===== src/rtl/phase_seq_pkg.sv =====
// Shared types for the phase sequencer.
// Sub-state encoding and error-code constants.
package phase_seq_pkg;

  typedef enum logic [1:0] {
    WAIT_START,
    RUN,
    DONE,
    ERROR
  } sub_state_t;

  localparam logic [1:0] ERR_NONE    = 2'b00;
  localparam logic [1:0] ERR_TIMEOUT = 2'b01;
  localparam logic [1:0] ERR_ORDER   = 2'b10;

endpackage


===== src/rtl/phase_watchdog.sv =====
// Shared per-phase watchdog: clear/enable counter.
// Ports: clock, reset_n, clear, enable -> limit.
module phase_watchdog #(
  parameter int unsigned CNT_W          = 16,
  parameter int unsigned TIMEOUT_CYCLES = 1000
) (
  input  logic clock,
  input  logic reset_n,
  input  logic clear,
  input  logic enable,
  output logic limit
);

  // limit flags the edge on which the count would
  // reach TIMEOUT_CYCLES, i.e. the last allowed cycle
  localparam int unsigned LAST =
    (TIMEOUT_CYCLES > 0) ? TIMEOUT_CYCLES - 1 : 0;

  logic [CNT_W-1:0] count;

  always_ff @(posedge clock or negedge reset_n) begin
    if (!reset_n) begin
      count <= '0;
    end else if (clear) begin
      count <= '0;
    end else if (enable) begin
      count <= count + CNT_W'(1);
    end
  end

  assign limit = (TIMEOUT_CYCLES > 0) && enable &&
                 (count == CNT_W'(LAST));

endmodule


===== src/rtl/phase_sequencer.sv =====
// Sequences NUM_PHASES ordered phases with handshakes.
// Ports: restart, start_req, end_done -> grant, leds,
//        status, busy, done, error, err_code.
module phase_sequencer
  import phase_seq_pkg::*;
#(
  parameter int unsigned NUM_PHASES     = 3,
  parameter int unsigned IDX_W          = $clog2(NUM_PHASES + 1),
  parameter int unsigned CNT_W          = 16,
  parameter int unsigned TIMEOUT_CYCLES = 1000,
  parameter bit          AUTO_START0    = 1'b1
) (
  input  logic                  clock,
  input  logic                  reset_n,
  input  logic                  restart,
  input  logic [NUM_PHASES-1:0] start_req,
  input  logic [NUM_PHASES-1:0] end_done,
  output logic [NUM_PHASES-1:0] grant,
  output logic [NUM_PHASES:0]   leds,
  output logic [IDX_W-1:0]      status,
  output logic                  busy,
  output logic                  done,
  output logic                  error,
  output logic [1:0]            err_code
);

  function automatic logic [NUM_PHASES-1:0] above(
    input logic [IDX_W-1:0] idx
  );
    logic [NUM_PHASES-1:0] m;
    m = '0;
    for (int j = 0; j < NUM_PHASES; j++)
      m[j] = (j > int'(idx));
    return m;
  endfunction

  function automatic logic [NUM_PHASES-1:0] onehot(
    input logic [IDX_W-1:0] idx
  );
    logic [NUM_PHASES-1:0] m;
    m = '0;
    for (int j = 0; j < NUM_PHASES; j++)
      m[j] = (j == int'(idx));
    return m;
  endfunction

  function automatic logic [NUM_PHASES:0] therm(
    input logic [IDX_W-1:0] idx
  );
    logic [NUM_PHASES:0] m;
    m = '0;
    for (int j = 0; j <= NUM_PHASES; j++)
      m[j] = (j <= int'(idx));
    return m;
  endfunction

  // Returns 0 for an index past the last phase
  function automatic logic pick(
    input logic [NUM_PHASES-1:0] vec,
    input logic [IDX_W-1:0]      idx
  );
    logic r;
    r = 1'b0;
    for (int j = 0; j < NUM_PHASES; j++)
      if (j == int'(idx)) r = vec[j];
    return r;
  endfunction

  sub_state_t            state, state_n;
  logic [NUM_PHASES-1:0] pending, pending_n;
  logic [NUM_PHASES-1:0] grant_n;
  logic [NUM_PHASES:0]   leds_n;
  logic [IDX_W-1:0]      status_n, nxt;
  logic                  busy_n, done_n, error_n;
  logic [1:0]            err_n;
  logic                  wd_clear, wd_en, wd_limit;
  logic                  viol, go;

  phase_watchdog #(
    .CNT_W          (CNT_W),
    .TIMEOUT_CYCLES (TIMEOUT_CYCLES)
  ) u_wd (
    .clock   (clock),
    .reset_n (reset_n),
    .clear   (wd_clear),
    .enable  (wd_en),
    .limit   (wd_limit)
  );

  always_comb begin
    state_n   = state;
    status_n  = status;
    grant_n   = grant;
    busy_n    = busy;
    done_n    = done;
    error_n   = error;
    err_n     = err_code;
    pending_n = pending;
    wd_clear  = 1'b0;
    wd_en     = 1'b0;
    nxt       = status + IDX_W'(1);
    viol      = |(end_done & above(status));
    go        = pick(start_req, status) |
                pick(pending, status) |
                (AUTO_START0 && status == '0);

    if (restart) begin
      state_n   = WAIT_START;
      status_n  = '0;
      grant_n   = '0;
      busy_n    = 1'b0;
      done_n    = 1'b0;
      error_n   = 1'b0;
      err_n     = ERR_NONE;
      pending_n = '0;
      wd_clear  = 1'b1;
    end else begin
      unique case (state)
        WAIT_START: begin
          pending_n = pending |
                      (start_req & above(status));
          if (viol) begin
            state_n = ERROR;
            error_n = 1'b1;
            err_n   = ERR_ORDER;
          end else if (go) begin
            state_n   = RUN;
            grant_n   = onehot(status);
            busy_n    = 1'b1;
            pending_n = pending_n & ~onehot(status);
            wd_clear  = 1'b1;
          end
        end
        RUN: begin
          wd_en     = 1'b1;
          pending_n = pending |
                      (start_req & above(status));
          // order fault beats completion, which beats timeout
          if (viol) begin
            state_n = ERROR;
            grant_n = '0;
            busy_n  = 1'b0;
            error_n = 1'b1;
            err_n   = ERR_ORDER;
          end else if (pick(end_done, status)) begin
            status_n = nxt;
            if (nxt == IDX_W'(NUM_PHASES)) begin
              state_n = DONE;
              grant_n = '0;
              busy_n  = 1'b0;
              done_n  = 1'b1;
            end else if (pick(pending, nxt) ||
                         pick(start_req, nxt)) begin
              state_n   = RUN;
              grant_n   = onehot(nxt);
              pending_n = pending_n & ~onehot(nxt);
              wd_clear  = 1'b1;
            end else begin
              state_n = WAIT_START;
              grant_n = '0;
              busy_n  = 1'b0;
            end
          end else if (wd_limit) begin
            state_n = ERROR;
            grant_n = '0;
            busy_n  = 1'b0;
            error_n = 1'b1;
            err_n   = ERR_TIMEOUT;
          end
        end
        DONE, ERROR: begin
        end
      endcase
    end

    leds_n = therm(status_n);
  end

  always_ff @(posedge clock or negedge reset_n) begin
    if (!reset_n) begin
      state    <= WAIT_START;
      status   <= '0;
      grant    <= '0;
      leds     <= '0;
      busy     <= 1'b0;
      done     <= 1'b0;
      error    <= 1'b0;
      err_code <= ERR_NONE;
      pending  <= '0;
    end else begin
      state    <= state_n;
      status   <= status_n;
      grant    <= grant_n;
      leds     <= leds_n;
      busy     <= busy_n;
      done     <= done_n;
      error    <= error_n;
      err_code <= err_n;
      pending  <= pending_n;
    end
  end

endmodule


===== config.mk =====
export PLATFORM = sky130hd
export DESIGN_NAME = phase_sequencer
export DESIGN_NICKNAME = d
export VERILOG_FILES = /design/src/rtl/phase_seq_pkg.sv /design/src/rtl/phase_watchdog.sv /design/src/rtl/phase_sequencer.sv
export SDC_FILE = /design/constraint.sdc
export NUM_CORES = 1
export LEC_CHECK = 0
export BUFFER_PORTS_ARGS = -buffer_cell sky130_fd_sc_hd__buf_2
export CAP_MARGIN = 20
export CELL_PAD_IN_SITES_DETAIL_PLACEMENT = 1
export CELL_PAD_IN_SITES_GLOBAL_PLACEMENT = 1
export CORE_UTILIZATION = 49
export CTS_CLUSTER_DIAMETER = 100
export DETAILED_ROUTE_END_ITERATION = 7
export PLACE_DENSITY_LB_ADDON = 0.1
export SYNTH_ARGS = -nofsm -noshare
export SYNTH_HDL_FRONTEND = slang
export SYNTH_HIERARCHICAL = 1
export SYNTH_SLANG_ARGS = --single-unit

===== constraint.sdc =====
create_clock -name clock -period 4.25 [get_ports clock]
set_input_delay 0.6375 -clock clock [delete_from_list [all_inputs] [get_ports clock]]
set_output_delay 0.6375 -clock clock [all_outputs]
set_load 0.005 [all_outputs]

# Word-level counts from Yosys, hierarchy flattened
# Cells that the tools add are included.
# classes
div_mod_pow	0
reduce_logical	17
n_mul	0
addsub	2
eq_ne	16
magnitude_cmp	5
shifts	0
n_bitwise	9
n_mux	96
# ops
cell	n
$mux 1	56
$mux 3	15
$mux 16	2
$mux 2	16
$add 16x1->16 const B	1
$eq 16x10->1 const B	1
$and 3x3->3	4
$pmux 3 s2	2
$reduce_and 4->1	3
$ne 3x3->1 const B	3
$eq 2x2->1 const A	4
$logic_not 2->1	4
$ne 4x4->1 const B	2
$pmux 2 s2	2
$reduce_bool 2->1	4
$ne 6x6->1 const B	1
$not 3->3	2
$pmux 1 s2	3
$ne 5x4->1 const B	1
$reduce_and 5->1	1
$le 2x2->1 const A	2
$ne 4x3->1 const B	1
$or 3x3->3	1
$reduce_and 3->1	1
other kinds (12)	13
# word_totals
mem_count	0
inputBits	9
ff_bits	35
elab_cells	155
latch_bits	0
output_inout_bits	14
rom_bits	0
mem_bits_rw	0

# Logic depth before layout (Yosys ltp)
# logic_depth
depth_word	19
ltp_mapped	14
ltp_nobuf	11

# Cells and area by module
# The synthesis kept the hierarchy.
# modules_own_cells
mod	area_per_inst_um2	cells_each	instances
phase_sequencer	1196.1	122	1
phase_watchdog	877.1	89	1

# Worst setup path after synthesis
# Ideal clock, no wire load.
# synth_path
path_type	register to register
startpoint	register leds[2] (netlist name)
endpoint	register u_wd.count[15]
required_ns	4.123
period_less_slack_ns	2.751
path_buffers	2
path_stages_with_launch	14
slack_ns	1.499
setup_ns	0.127
arrival_ns	2.623
cell_sequence	dfrtp_1 inv_1 ha_1 buf_4 and2b_1 a221oi_2 nor3_1 a31oi_1 o21bai_1 buf_4 o2111ai_4 nor3_2 and3_1 mux2_1
# synth_lines
item	line	text
end signal, assigned	phase_watchdog.sv:27	count <= count + CNT_W'(1);
end, declared	phase_watchdog.sv:19	logic [CNT_W-1:0] count;

# Worst setup path after layout
# layout_path
startpoint	register status[0]
endpoint	register u_wd.count[15]
# layout_via
elab_chain_cells	18
elab_cells_between_ends	54
cone_classes	1 x add/sub; 2 x order compare; 5 x eq/ne; 37 x mux; 3 x bitwise; 6 x reduce/logical
# layout_lines
item	line	text
start, declared	phase_sequencer.sv:20	output logic [IDX_W-1:0] status,
start signal, assigned	phase_sequencer.sv:192	status <= status_n;
$add 2x1->2	phase_sequencer.sv:101	nxt = status + IDX_W'(1);
$logic_not 2->1	phase_sequencer.sv:65	if (j == int'(idx)) r = vec[j];
$mux 1 (3 in a row)	phase_sequencer.sv:65	
$mux 1	phase_sequencer.sv:147	if (nxt == IDX_W'(NUM_PHASES)) begin
$mux 1	phase_sequencer.sv:145	end else if (pick(end_done, status)) begin
$mux 1	phase_sequencer.sv:139	if (viol) begin
$mux 1	phase_sequencer.sv:118	unique case (state)
$mux 1	phase_sequencer.sv:107	if (restart) begin
$logic_or 1x1->1	phase_sequencer.sv:152	end else if (pick(pending, nxt) ||
$mux 1	phase_sequencer.sv:152	
$mux 1	phase_sequencer.sv:147	
$mux 1	phase_sequencer.sv:145	
$mux 1	phase_sequencer.sv:139	
$pmux 1 s2 (*)	phase_sequencer.sv:118	
$mux 1 (*)	phase_sequencer.sv:107	
named net wd_clear	phase_sequencer.sv:76	logic wd_clear, wd_en, wd_limit;
$mux 16 / $reduce_bool 2->1 (equally long branches)	n/a	
# The timed path passes the listed nets; every way through them passes the cells marked *. The select of a mux whose other input is x is not followed.
# A chain may end at the register's enable or synchronous reset.

==> metrics <==
critical register-to-register path endpoint u_wd/count[15]; most frequent standard cell in the layout excluding fill and tap cells sky130_fd_sc_hd__dfrtp_1; first drt pass iteration count 4; area of the core 4030 um^2; RSZ-0062 raised after global routing false; clock latency of the later-clocked register in the worst-skew pair 0.28 ns; outcome completed; commonest cells after routing, fill and taps aside sky130_fd_sc_hd__dfrtp_1, sky130_fd_sc_hd__buf_2, sky130_fd_sc_hd__nor2_1; Startpoint Class flop; clock-pin slew of the registers on the worst-case setup and hold paths 0.08 ns; area share of the largest cell type after synthesis 41.0%; Detailed Place HPWL 3.90 mm; count of cell instances traversed by the critical path 12; Hold Crit Class primary input to async pin; worst slack, placed 0.872 ns; delay-heaviest family, CP compound AO/OA/AOI/OAI gates; worst hold slack 0.432 ns; slowest cell on the critical path sky130_fd_sc_hd__ha_1; Yosys Warn Count 6; Critical Path AT 3.67 ns; mux share of post-synthesis cell area 2.23%; reg2reg start status[0]; count of pins over their slew limit 0; EDFF count, synth 0; count of H-tree levels built during CTS 2; Worst Setup EP u_wd/count[15]; Die W 67.0 um; startpoint of the worst setup timing path status[0]; largest net degree at the start of global routing 35; hold buffers post-CTS 0; number of vias after detailed routing 1755; post-detailed-route DRC marker count 0; total inserted antenna cells 0; number of buffers inserted during clock tree synthesis 5; Initial Util 51.5%; site row count 23; main combinational cell family by area after synthesis simple AND/OR/NAND/NOR gates; remaining number of nets flagged by the antenna check after routing 0; global-route wire length before repair 8.91 mm; root buffer cell sky130_fd_sc_hd__clkbuf_8; Tightest Pin Transition 0.784 ns; maximum count of clock buffers along a single path 2; Synth-to-Final Area Change 9.84%; overall power 0.000680 W; number of antenna violations at the first check in global routing 0; clock tree from TritonCTS done; Final nets 245; hold violation count in the final report 0; reg-to-reg slack, setup 0.74 ns; reported leakage power 0.981 nW; area of the die 4500 um^2; CP endpoint kind flop; RePlAce Congestion 0.887; gr usage total 27.5%; library cells used by synthesis 61; instance count of the mapped netlist 211; syn nets 226; synthesis-stage register bit count 34; simple-gate portion of the synthesized area 24.6%; number of sinks driven by the clock tree 34; total negative setup slack 0 ns; final worst clock skew 0.00611 ns; I/O pins 23; Relative slew margins 47.7%; period utilization 82.5%; vias in the first global route 1850; highest cell delay on the worst timing path 0.47 ns; largest voltage drop on the vdd net 178 uV; area share of xor/xnor cells in the synthesized design 3.80%; Worst Path Required 4.41 ns; setup slack of the critical path after layout 0.742 ns; critical path class flop to flop; Avg WL per Cell 19.7 um; max capacitance violation total 0; post-CTS setup buffer count 0; CTS-repair resized insts 0; drt first-iter violations 90; compound-cell area share of the yosys netlist 19.7%; async set or reset register ratio after synthesis 100%; fraction of layout cells with a size suffix above 1 26.0%; remaining global-route overflow 0; top_reg_cell synth sky130_fd_sc_hd__dfrtp_1; vias per cell 6.25; number of buffers added on ports 22; fraction of the mapped netlist area in adder cells 3.62%; minimum clock period after layout 3.51 ns; post-synthesis instance area 2070 um^2; peak clock frequency supported by timing 285 MHz; Synth area leader sky130_fd_sc_hd__dfrtp_1; crit path buf inv count 2; count of cells along the worst register-to-register path 12; pwr dens 299 nW/um^2; ordered cell list for the critical path inv_1, ha_1, and2b_1, a221oi_2, nor3_1, a31oi_1, o21bai_1, buf_4, o2111ai_4, nor3_2, and3_1, mux2_1; Synth Area per Inst 9.83 um^2; final wirelength 5.53 mm; maximum fanout along the worst path 19; cells taking the most area after synthesis sky130_fd_sc_hd__dfrtp_1, sky130_fd_sc_hd__nor2_1, sky130_fd_sc_hd__a21oi_1, sky130_fd_sc_hd__ha_1, sky130_fd_sc_hd__xnor2_1; share of synthesized area occupied by flip-flops and latches 41.0%; height of the die 67.0 um; setup violation total in the final timing report 0
[Yosys cell counts, drive strengths merged, types with 2 or more instances]
master,number
a22o,3
a21oi,16
o21ai,9
or2,4
and3,3
a2111oi,2
buf,9
dfrtp,34
ha,6
inv,6
nand2,10
nand3,7
clkbuf,3
nand2b,4
o21bai,2
a32o,3
a31oi,2
nor2,21
nor2b,5
or3,5
nor4,4
mux2,2
a221oi,2
xor2,3
a211oi,2
a21o,3
nor3b,2
nand4,7
nor3,8
mux2i,2
a31o,2
xnor2,6
[flip-flops by register name, indices dropped and copies added, names as in the netlist]
register and count:
busy 1, done 1, err_code 2, error 1, grant 3, leds 4, pending 3, state 2
status 1, u_wd/count 16
[routing by layer]
| layer | vias up | track usage (%) | wire length [um] |
|---|---|---|---|
| met4 | 0 | 16.5 | 243 |
| met1 | 873 | 31.8 | 2250 |
| met2 | 50 | 46.3 | 2840 |
| met5 | - | 0 | 0 |
| met3 | 26 | 5.31 | 199 |
| li1 | 806 | - | - |
[worst min path at each step]
stage	slack (ns)	end	start	cells after the start
after floorplan	0.34	busy	reset_n	0
after CTS	0.45	pending[2]	reset_n	1
after global routing	0.48	pending[0]	reset_n	1
after detailed placement	0.49	error	error	1
after global placement	0.49	error	error	1
final	0.43	pending[0]	reset_n	1
[worst register-to-register path, stage by stage (launching register included)]
cell and delay, ns:
sky130_fd_sc_hd__dfrtp_1 0.43, sky130_fd_sc_hd__inv_1 0.14, sky130_fd_sc_hd__ha_1 0.47, sky130_fd_sc_hd__and2b_1 0.30, sky130_fd_sc_hd__a221oi_2 0.36, sky130_fd_sc_hd__nor3_1 0.13, sky130_fd_sc_hd__a31oi_1 0.19, sky130_fd_sc_hd__o21bai_1 0.08
sky130_fd_sc_hd__buf_4 0.23, sky130_fd_sc_hd__o2111ai_4 0.44, sky130_fd_sc_hd__nor3_2 0.12, sky130_fd_sc_hd__and3_1 0.20, sky130_fd_sc_hd__mux2_1 0.31
[area by class of cell]
| class | count | area (um^2) |
|---|---|---|
| clock buffers | 6 | 82.6 |
| fillers | 484 | 1750 |
| well taps | 50 | 62.6 |
| inverters | 6 | 22.5 |
| repair buffers | 24 | 125 |
| multi-input cells | 159 | 1120 |
| flip-flops and latches | 34 | 851 |
| clock inverters | 2 | 12.5 |
[through the flow]
stage / cells / utilization [%] / instance area, um^2
global route: 281 / 56.5 / 2280
global placement: 273 / 54.2 / 2180
detailed placement: 273 / 54.2 / 2180
finish: 281 / 56.5 / 2280
floorplan: 211 / - / 2070
CTS: 281 / 56.5 / 2280
[cell families (layout without fill, tap and decap cells)]
group | Yosys count | in the layout
compound gates | 53 | 53
xor+xnor | 9 | 9
fa+ha+maj | 6 | 6
buf+inv | 18 | 38
flops | 34 | 34
mux | 4 | 4
other cells | 1 | 1
simple gates | 86 | 86
[power by group]
group / switching [W] / leakage [nW] / internal, W / total (W)
Clock: 0.000121 / 0.0472 / 0.000130 / 0.000251
Combinational: 0.0000522 / 0.471 / 0.0000334 / 0.0000855
Sequential: 0.0000112 / 0.462 / 0.000332 / 0.000344
Total: 0.000184 / 0.981 / 0.000496 / 0.000680
(Power assumes the default switching activity.)
